File: src/rtl/ram_arb_pkg.sv
// ram_arb_pkg: shared types and defaults for the ram_arbiter block.
//   AW_DEF / DW_DEF : default memory address / data widths
//   state_e         : sequencer states (fill pass, arbitration)
//   port_id_t       : requester port identifier (port 0 or 1)
//   rd_tag_t        : read tag carried alongside an in-flight read
package ram_arb_pkg;
    localparam int AW_DEF = 8;
    localparam int DW_DEF = 8;

    typedef enum logic {
        ST_FILL = 1'b0,
        ST_ARB  = 1'b1
    } state_e;

    typedef logic port_id_t;

    typedef struct packed {
        logic     valid;
        port_id_t port;
    } rd_tag_t;
endpackage

File: src/rtl/ram_arb_if.sv
// ram_arb_if: request/grant bundle between the ram_arbiter datapath and its
// round-robin grant logic.
//   valid0/valid1 : qualified request from port 0 / 1
//   xfer          : a grant was taken this cycle (valid and ready both high)
//   grant0/grant1 : one-hot grant back to the requesters
// master = side presenting requests, slave = side producing grants.
interface ram_arb_if;
    logic valid0;
    logic valid1;
    logic xfer;
    logic grant0;
    logic grant1;

    modport master (output valid0, output valid1, output xfer,
                    input  grant0, input  grant1);
    modport slave  (input  valid0, input  valid1, input  xfer,
                    output grant0, output grant1);
endinterface

File: src/rtl/ram_arbiter_rr_arb2.sv
// rr_arb2: two-way round-robin grant logic.
//   clock, resetn : clock and synchronous active-low reset
//   bus (slave)   : valid0/1 and xfer in, grant0/1 out
// last_q remembers the most recently granted port; on a tie the other port
// wins. It resets to 1 so port 0 takes the first tie.
module rr_arb2
    import ram_arb_pkg::*;
(
    input  logic      clock,
    input  logic      resetn,
    ram_arb_if.slave  bus
);
    port_id_t last_q, last_d;

    assign bus.grant0 = bus.valid0 && (!bus.valid1 || (last_q == 1'b1));
    assign bus.grant1 = bus.valid1 && (!bus.valid0 || (last_q == 1'b0));

    always_comb begin
        last_d = last_q;
        if (bus.xfer) begin
            last_d = bus.grant1;
        end
    end

    always_ff @(posedge clock) begin
        if (!resetn) begin
            last_q <= 1'b1;
        end else begin
            last_q <= last_d;
        end
    end
endmodule

File: src/rtl/ram_arbiter.sv
// ram_arbiter: two-requester arbiter/sequencer for a single-port memory with
// registered address and unregistered q (one-cycle read latency).
//   clock, resetn            : clock, synchronous active-low reset
//   req_*0 / req_*1          : per-port request (valid/ready/we/addr/wdata)
//   rsp_valid*/rsp_data*     : per-port read response (one-cycle pulse)
//   busy                     : fill pass running, no requests accepted
//   mem_addr/mem_data/mem_wren : registered memory command
//   mem_q                    : memory read data
// Optional feature macro RAM_ARB_FILL_EN: after reset, write data=address to
// every location before arbitration starts.
module ram_arbiter
    import ram_arb_pkg::*;
#(
    parameter int AW = AW_DEF,
    parameter int DW = DW_DEF
) (
    input  logic          clock,
    input  logic          resetn,
    input  logic          req_valid0,
    input  logic          req_valid1,
    output logic          req_ready0,
    output logic          req_ready1,
    input  logic          req_we0,
    input  logic          req_we1,
    input  logic [AW-1:0] req_addr0,
    input  logic [AW-1:0] req_addr1,
    input  logic [DW-1:0] req_wdata0,
    input  logic [DW-1:0] req_wdata1,
    output logic          rsp_valid0,
    output logic          rsp_valid1,
    output logic [DW-1:0] rsp_data0,
    output logic [DW-1:0] rsp_data1,
    output logic          busy,
    output logic [AW-1:0] mem_addr,
    output logic [DW-1:0] mem_data,
    output logic          mem_wren,
    input  logic [DW-1:0] mem_q
);
    logic arb_en;
    logic fill_active;

`ifdef RAM_ARB_FILL_EN
    state_e        state_q, state_d;
    logic [AW-1:0] fill_cnt_q, fill_cnt_d;

    always_comb begin
        state_d    = state_q;
        fill_cnt_d = fill_cnt_q;
        if (state_q == ST_FILL) begin
            fill_cnt_d = fill_cnt_q + AW'(1);
            if (fill_cnt_q == {AW{1'b1}}) begin
                state_d = ST_ARB;
            end
        end
    end

    always_ff @(posedge clock) begin
        if (!resetn) begin
            state_q    <= ST_FILL;
            fill_cnt_q <= '0;
        end else begin
            state_q    <= state_d;
            fill_cnt_q <= fill_cnt_d;
        end
    end

    assign fill_active = (state_q == ST_FILL);
    assign busy        = fill_active;
    // resetn gates ready so nothing is granted while reset is held.
    assign arb_en      = resetn && (state_q == ST_ARB);
`else
    assign fill_active = 1'b0;
    assign busy        = 1'b0;
    assign arb_en      = resetn;
`endif

    ram_arb_if arb ();

    assign arb.valid0 = req_valid0 && arb_en;
    assign arb.valid1 = req_valid1 && arb_en;
    assign arb.xfer   = arb.grant0 || arb.grant1;
    assign req_ready0 = arb.grant0;
    assign req_ready1 = arb.grant1;

    rr_arb2 u_rr_arb2 (
        .clock  (clock),
        .resetn (resetn),
        .bus    (arb.slave)
    );

    logic [AW-1:0] mem_addr_q, mem_addr_d;
    logic [DW-1:0] mem_data_q, mem_data_d;
    logic          mem_wren_q, mem_wren_d;
    rd_tag_t       tag1_q, tag1_d, tag2_q, tag2_d;
    logic          rsp_valid0_q, rsp_valid0_d, rsp_valid1_q, rsp_valid1_d;
    logic [DW-1:0] rsp_data0_q, rsp_data0_d, rsp_data1_q, rsp_data1_d;
    port_id_t      sel_port;
    logic          sel_we;

    assign sel_port = arb.grant1;
    assign sel_we   = sel_port ? req_we1 : req_we0;

    always_comb begin
        mem_addr_d = mem_addr_q;
        mem_data_d = mem_data_q;
        mem_wren_d = 1'b0;
        tag1_d     = '0;
`ifdef RAM_ARB_FILL_EN
        if (fill_active) begin
            mem_addr_d = fill_cnt_q;
            mem_data_d = DW'(fill_cnt_q);
            mem_wren_d = 1'b1;
        end else
`endif
        if (arb.xfer) begin
            mem_addr_d = sel_port ? req_addr1 : req_addr0;
            if (sel_we) begin
                mem_data_d = sel_port ? req_wdata1 : req_wdata0;
                mem_wren_d = 1'b1;
            end else begin
                tag1_d = '{valid: 1'b1, port: sel_port};
            end
        end
        // Stage 1 covers the memory's address register; stage 2 lines up
        // with q being valid, so capture happens at the stage-2 edge.
        tag2_d       = tag1_q;
        rsp_valid0_d = tag2_q.valid && (tag2_q.port == 1'b0);
        rsp_valid1_d = tag2_q.valid && (tag2_q.port == 1'b1);
        rsp_data0_d  = rsp_valid0_d ? mem_q : rsp_data0_q;
        rsp_data1_d  = rsp_valid1_d ? mem_q : rsp_data1_q;
    end

    always_ff @(posedge clock) begin
        if (!resetn) begin
            mem_addr_q   <= '0;
            mem_data_q   <= '0;
            mem_wren_q   <= 1'b0;
            tag1_q       <= '0;
            tag2_q       <= '0;
            rsp_valid0_q <= 1'b0;
            rsp_valid1_q <= 1'b0;
            rsp_data0_q  <= '0;
            rsp_data1_q  <= '0;
        end else begin
            mem_addr_q   <= mem_addr_d;
            mem_data_q   <= mem_data_d;
            mem_wren_q   <= mem_wren_d;
            tag1_q       <= tag1_d;
            tag2_q       <= tag2_d;
            rsp_valid0_q <= rsp_valid0_d;
            rsp_valid1_q <= rsp_valid1_d;
            rsp_data0_q  <= rsp_data0_d;
            rsp_data1_q  <= rsp_data1_d;
        end
    end

    assign mem_addr   = mem_addr_q;
    assign mem_data   = mem_data_q;
    assign mem_wren   = mem_wren_q;
    assign rsp_valid0 = rsp_valid0_q;
    assign rsp_valid1 = rsp_valid1_q;
    assign rsp_data0  = rsp_data0_q;
    assign rsp_data1  = rsp_data1_q;
endmodule

File: config.mk
export PLATFORM = sky130hd
export DESIGN_NAME = ram_arbiter
export DESIGN_NICKNAME = d
export VERILOG_FILES = /design/src/rtl/ram_arb_pkg.sv /design/src/rtl/ram_arb_if.sv /design/src/rtl/ram_arbiter_rr_arb2.sv /design/src/rtl/ram_arbiter.sv
export SDC_FILE = /design/constraint.sdc
export NUM_CORES = 1
export LEC_CHECK = 0
export CORE_UTILIZATION = 44
export CTS_CLUSTER_SIZE = 25
export DETAILED_ROUTE_END_ITERATION = 16
export PLACE_DENSITY = 0.85
export RECOVER_POWER = 100
export SLEW_MARGIN = 20
export SYNTH_ARGS = -nofsm -noshare
export SYNTH_HDL_FRONTEND = slang
export SYNTH_HIERARCHICAL = 1
export SYNTH_SLANG_ARGS = --single-unit
File: constraint.sdc
create_clock -name clock -period 3.71 [get_ports clock]
set_clock_uncertainty 0.1 [all_clocks]
set_input_delay 0.742 -clock clock [delete_from_list [all_inputs] [get_ports clock]]
set_output_delay 0.742 -clock clock [all_outputs]
set_load 0.01 [all_outputs]
==> flow_summary_export.csv, run 1 <==
group,metric,value,unit
drt,dr.pass1.iters,4,
grt,grt_max_degree,40,
worst_setup_path,cp_max_fo,11,
die,core,3771,um2
logic_synthesis,avgSynthCellArea,9.271,um2
cts,cts_hold_buf,0,
logic_synthesis,synth_xor_area_share,0,%
timing,fmax,292.1,MHz
worst_setup_path,timing.critical_path.mode_cell,"dlygate4sd3_1",
worst_setup_path,start_kind,"primary input",
final_layout,diodes,0,
power,p_total,0.9976,mW
drt,antenna_left,0,
die,rows,22,
drt,avgRoutedWirePerCell,12.74,um
worst_setup_path,slowest_delay,0.74,ns
timing,relSlewSlack,28.55,%
grt,grt_pass1_vias,1451,
power,power.leakage,1.207,nW
timing,rsz0062_at_grt,"no",
final_layout,drive_above_1_share,4.428,%
logic_synthesis,synth_top_area_share,44.76,%
logic_synthesis,synth.mux.area_fraction,15.66,%
timing,worstMarginPinSlew,1.072,ns
cts,post_cts_buffers,0,
timing,hold_viol_final,0,
worst_setup_path,crit_chain,"dlygate4sd3_1 -> and2_0 -> a21boi_1 -> dlygate4sd3_1",
job,drv_cap,0,
final_layout,utilization,71.96,%
die,fp.dieArea,4326,um2
grt,use_met2,33.42,%
drt,drcViolationCount,0,
logic_synthesis,netlist_top_cells_count,"nand2_1 (43), dfxtp_1 (40), mux2i_1 (16), a21boi_0 (15), and2_1 (14)",
place,io_buffers,82,
cts,cts_resized,0,
outcome,status,"complete, no violations",
grt,grt_pass1_wl,6561,um
grt,overflow,0,
place,gp_congestion,0.7649,
logic_synthesis,ys_ff_latch,40,
timing,fin_crit,3.424,ns
logic_synthesis,synth_top_cell_by_area,"dfxtp_1",
logic_synthesis,netlist_top_cells_area,"dfxtp_1 (45%), nand2_1 (9.0%), mux2i_1 (9.0%), mux2_4 (6.7%), a21boi_0 (6.3%)",
worst_hold_path,min_path_type,"reg -> reg",
logic_synthesis,syn-cell-area,1789,um2
logic_synthesis,synth_enable_flop_cells,0,
worst_hold_path,whs_path_depth,1,
power,peakVddDrop,0.0002443,V
logic_synthesis,synth_fa_ha_area_share,0,%
cts,clock_path_buffers,2,
grt,antenna_found_initial,0,
final_layout,final_nets,316,
grt,grt_util_met3,6.897,%
place,place_area,2625,um2
cts,clock_latency,0.28,ns
worst_setup_path,cp.required,2.87,ns
logic_synthesis,synth-main-ff-cell,"dfxtp_1",
logic_synthesis,yosysSeqAreaShare,44.76,%
place,dp_hpwl,2869,um
logic_synthesis,synth_top_family_by_area,"simple AND/OR/NAND/NOR gates",
logic_synthesis,synth_warnings,6,
drt,routed_wl,4063,um
logic_synthesis,syn_nets,239,
die,pin_count,84,
timing,fin_crit_sh,92.28,%
grt,grt_busiest_layer,"met2",
cts,htreeDepth,2,
final_layout,postLayoutCellArea,2714,um2
worst_setup_path,r2r.worst_path.cells,6,
logic_synthesis,async_flop_share,0,%
logic_synthesis,yosys.area_share.simple,19.51,%
drt,first_iter_violations,91,
logic_synthesis,yosys.cell_types.count,24,
die,die_y,65.77,um
power,pwr_density_cell,367.6,nW/um2
cts,cts_sinks,40,
cts,tritoncts,"done",
timing,slew_viol_final,0,
worst_setup_path,setup.worst_path.class,"in -> out",
worst_setup_path,slowest_stage,"dlygate4sd3_1",
timing,setup_viol_count_final,0,
die,dieWidth,65.77,um
timing,fin_setup_tns,0,ns
cts,cts_made_buffers,5,
grt,use_met1,24.03,%
logic_synthesis,synth.most_common_cell,"nand2_1",
drt,viasPerCell,4.793,
cts,cts_root_buffer,"clkbuf_8",
logic_synthesis,synth-compound-area-share,15.45,%
drt,vias,1529,
cts,clkSlewWorstSetupHoldPaths,0.07,ns
logic_synthesis,postSynthCellCount,193,
die,initial_core_util,47.45,%
worst_setup_path,endpoint_kind,"output pin",
worst_setup_path,arrival,2.58,ns
grt,grt_util_all_layers,19.99,%
final_layout,area_growth_syn_to_layout,51.68,%
## critical path: cells and delay by family
family | cells | cell delay (ns)
buf+inv | 2 | 1.39
simple gates | 1 | 0.22
compound gates | 1 | 0.22
## layer usage
metal	routed length, um	vias to the layer above	part of all wire [%]
li1	-	797	-
met1	1862	664	46
met2	1849	64	46
met3	322	4	7.9
met4	28	0	0.69
met5	0	-	0
## cell usage in the layout (no fill, tap or decap), drive strengths merged, types with 2 or more instances in the layout
cell type / instances
a21boi: 18
and2: 14
clkbuf: 9
clkdlybuf4s50: 45
dfxtp: 40
dlygate4sd3: 37
inv: 2
mux2: 8
mux2i: 16
nand2: 44
nand3: 8
nor2b: 3
o211a: 8
o21ai: 9
## report_power, final
group	internal, mW	total (mW)	switching, mW
logic	0.0967	0.157	0.0606
registers	0.447	0.459	0.0120
clock network	0.237	0.381	0.144
total	0.781	0.998	0.216
## worst paths after layout
kind                                        from           to  slack (ns)
worst max-delay path                      resetn   req_ready0        0.29
worst min-delay path                   tag1_q[1]    tag2_q[1]        0.33
worst max register to register  u_rr_arb2/last_q  mem_data[0]        1.49
worst min register to register         tag1_q[1]    tag2_q[1]        0.33
## registers in the layout, summed over array words and instances (netlist names)
name	count
mem_addr	8
mem_data	8
rsp_data0	8
rsp_data1	8
tag1_q	2
tag2_q	2
mem_wren	1
rsp_valid0	1
rsp_valid1	1
u_rr_arb2/last_q	1
## cells by family (layout without fill, tap and decap cells)
logic type	count (synthesis)	count (layout)
compound gates	37	37
buf+inv	17	95
flops	40	40
mux	24	24
other cells	1	1
simple gates	74	74
## through the flow
step	setup slack (ns)	std cells	hold slack (ns)
5_1_grt	0.1851	319	0.3406
4_1_cts	0.3947	319	0.3361
2_1_floorplan	1.127	193	0.3119
3_3_place_gp	0.4379	311	0.3141
6_report	0.2865	319	0.3345
3_5_place_dp	0.4072	311	0.3194
## layout make-up
type	count	area, um2
Fill cell	324	1057
Multi-Input combinational cell	136	883.3
Timing Repair Buffer	85	835.8
Sequential cell	40	800.8
Clock buffer	7	96.34
Tap cell	48	60.06
Clock inverter	1	30.03
Inverter	2	7.507
(Power assumes the default switching activity.)
==> run 2: changes to the inputs <==
Settings changed: CTS_BUF_LIST set to sky130_fd_sc_hd__clkbuf_8 sky130_fd_sc_hd__clkbuf_16.
==> results of run 2 <==
Same layout as run 1: the final DEF is identical, and so are final timing and power.
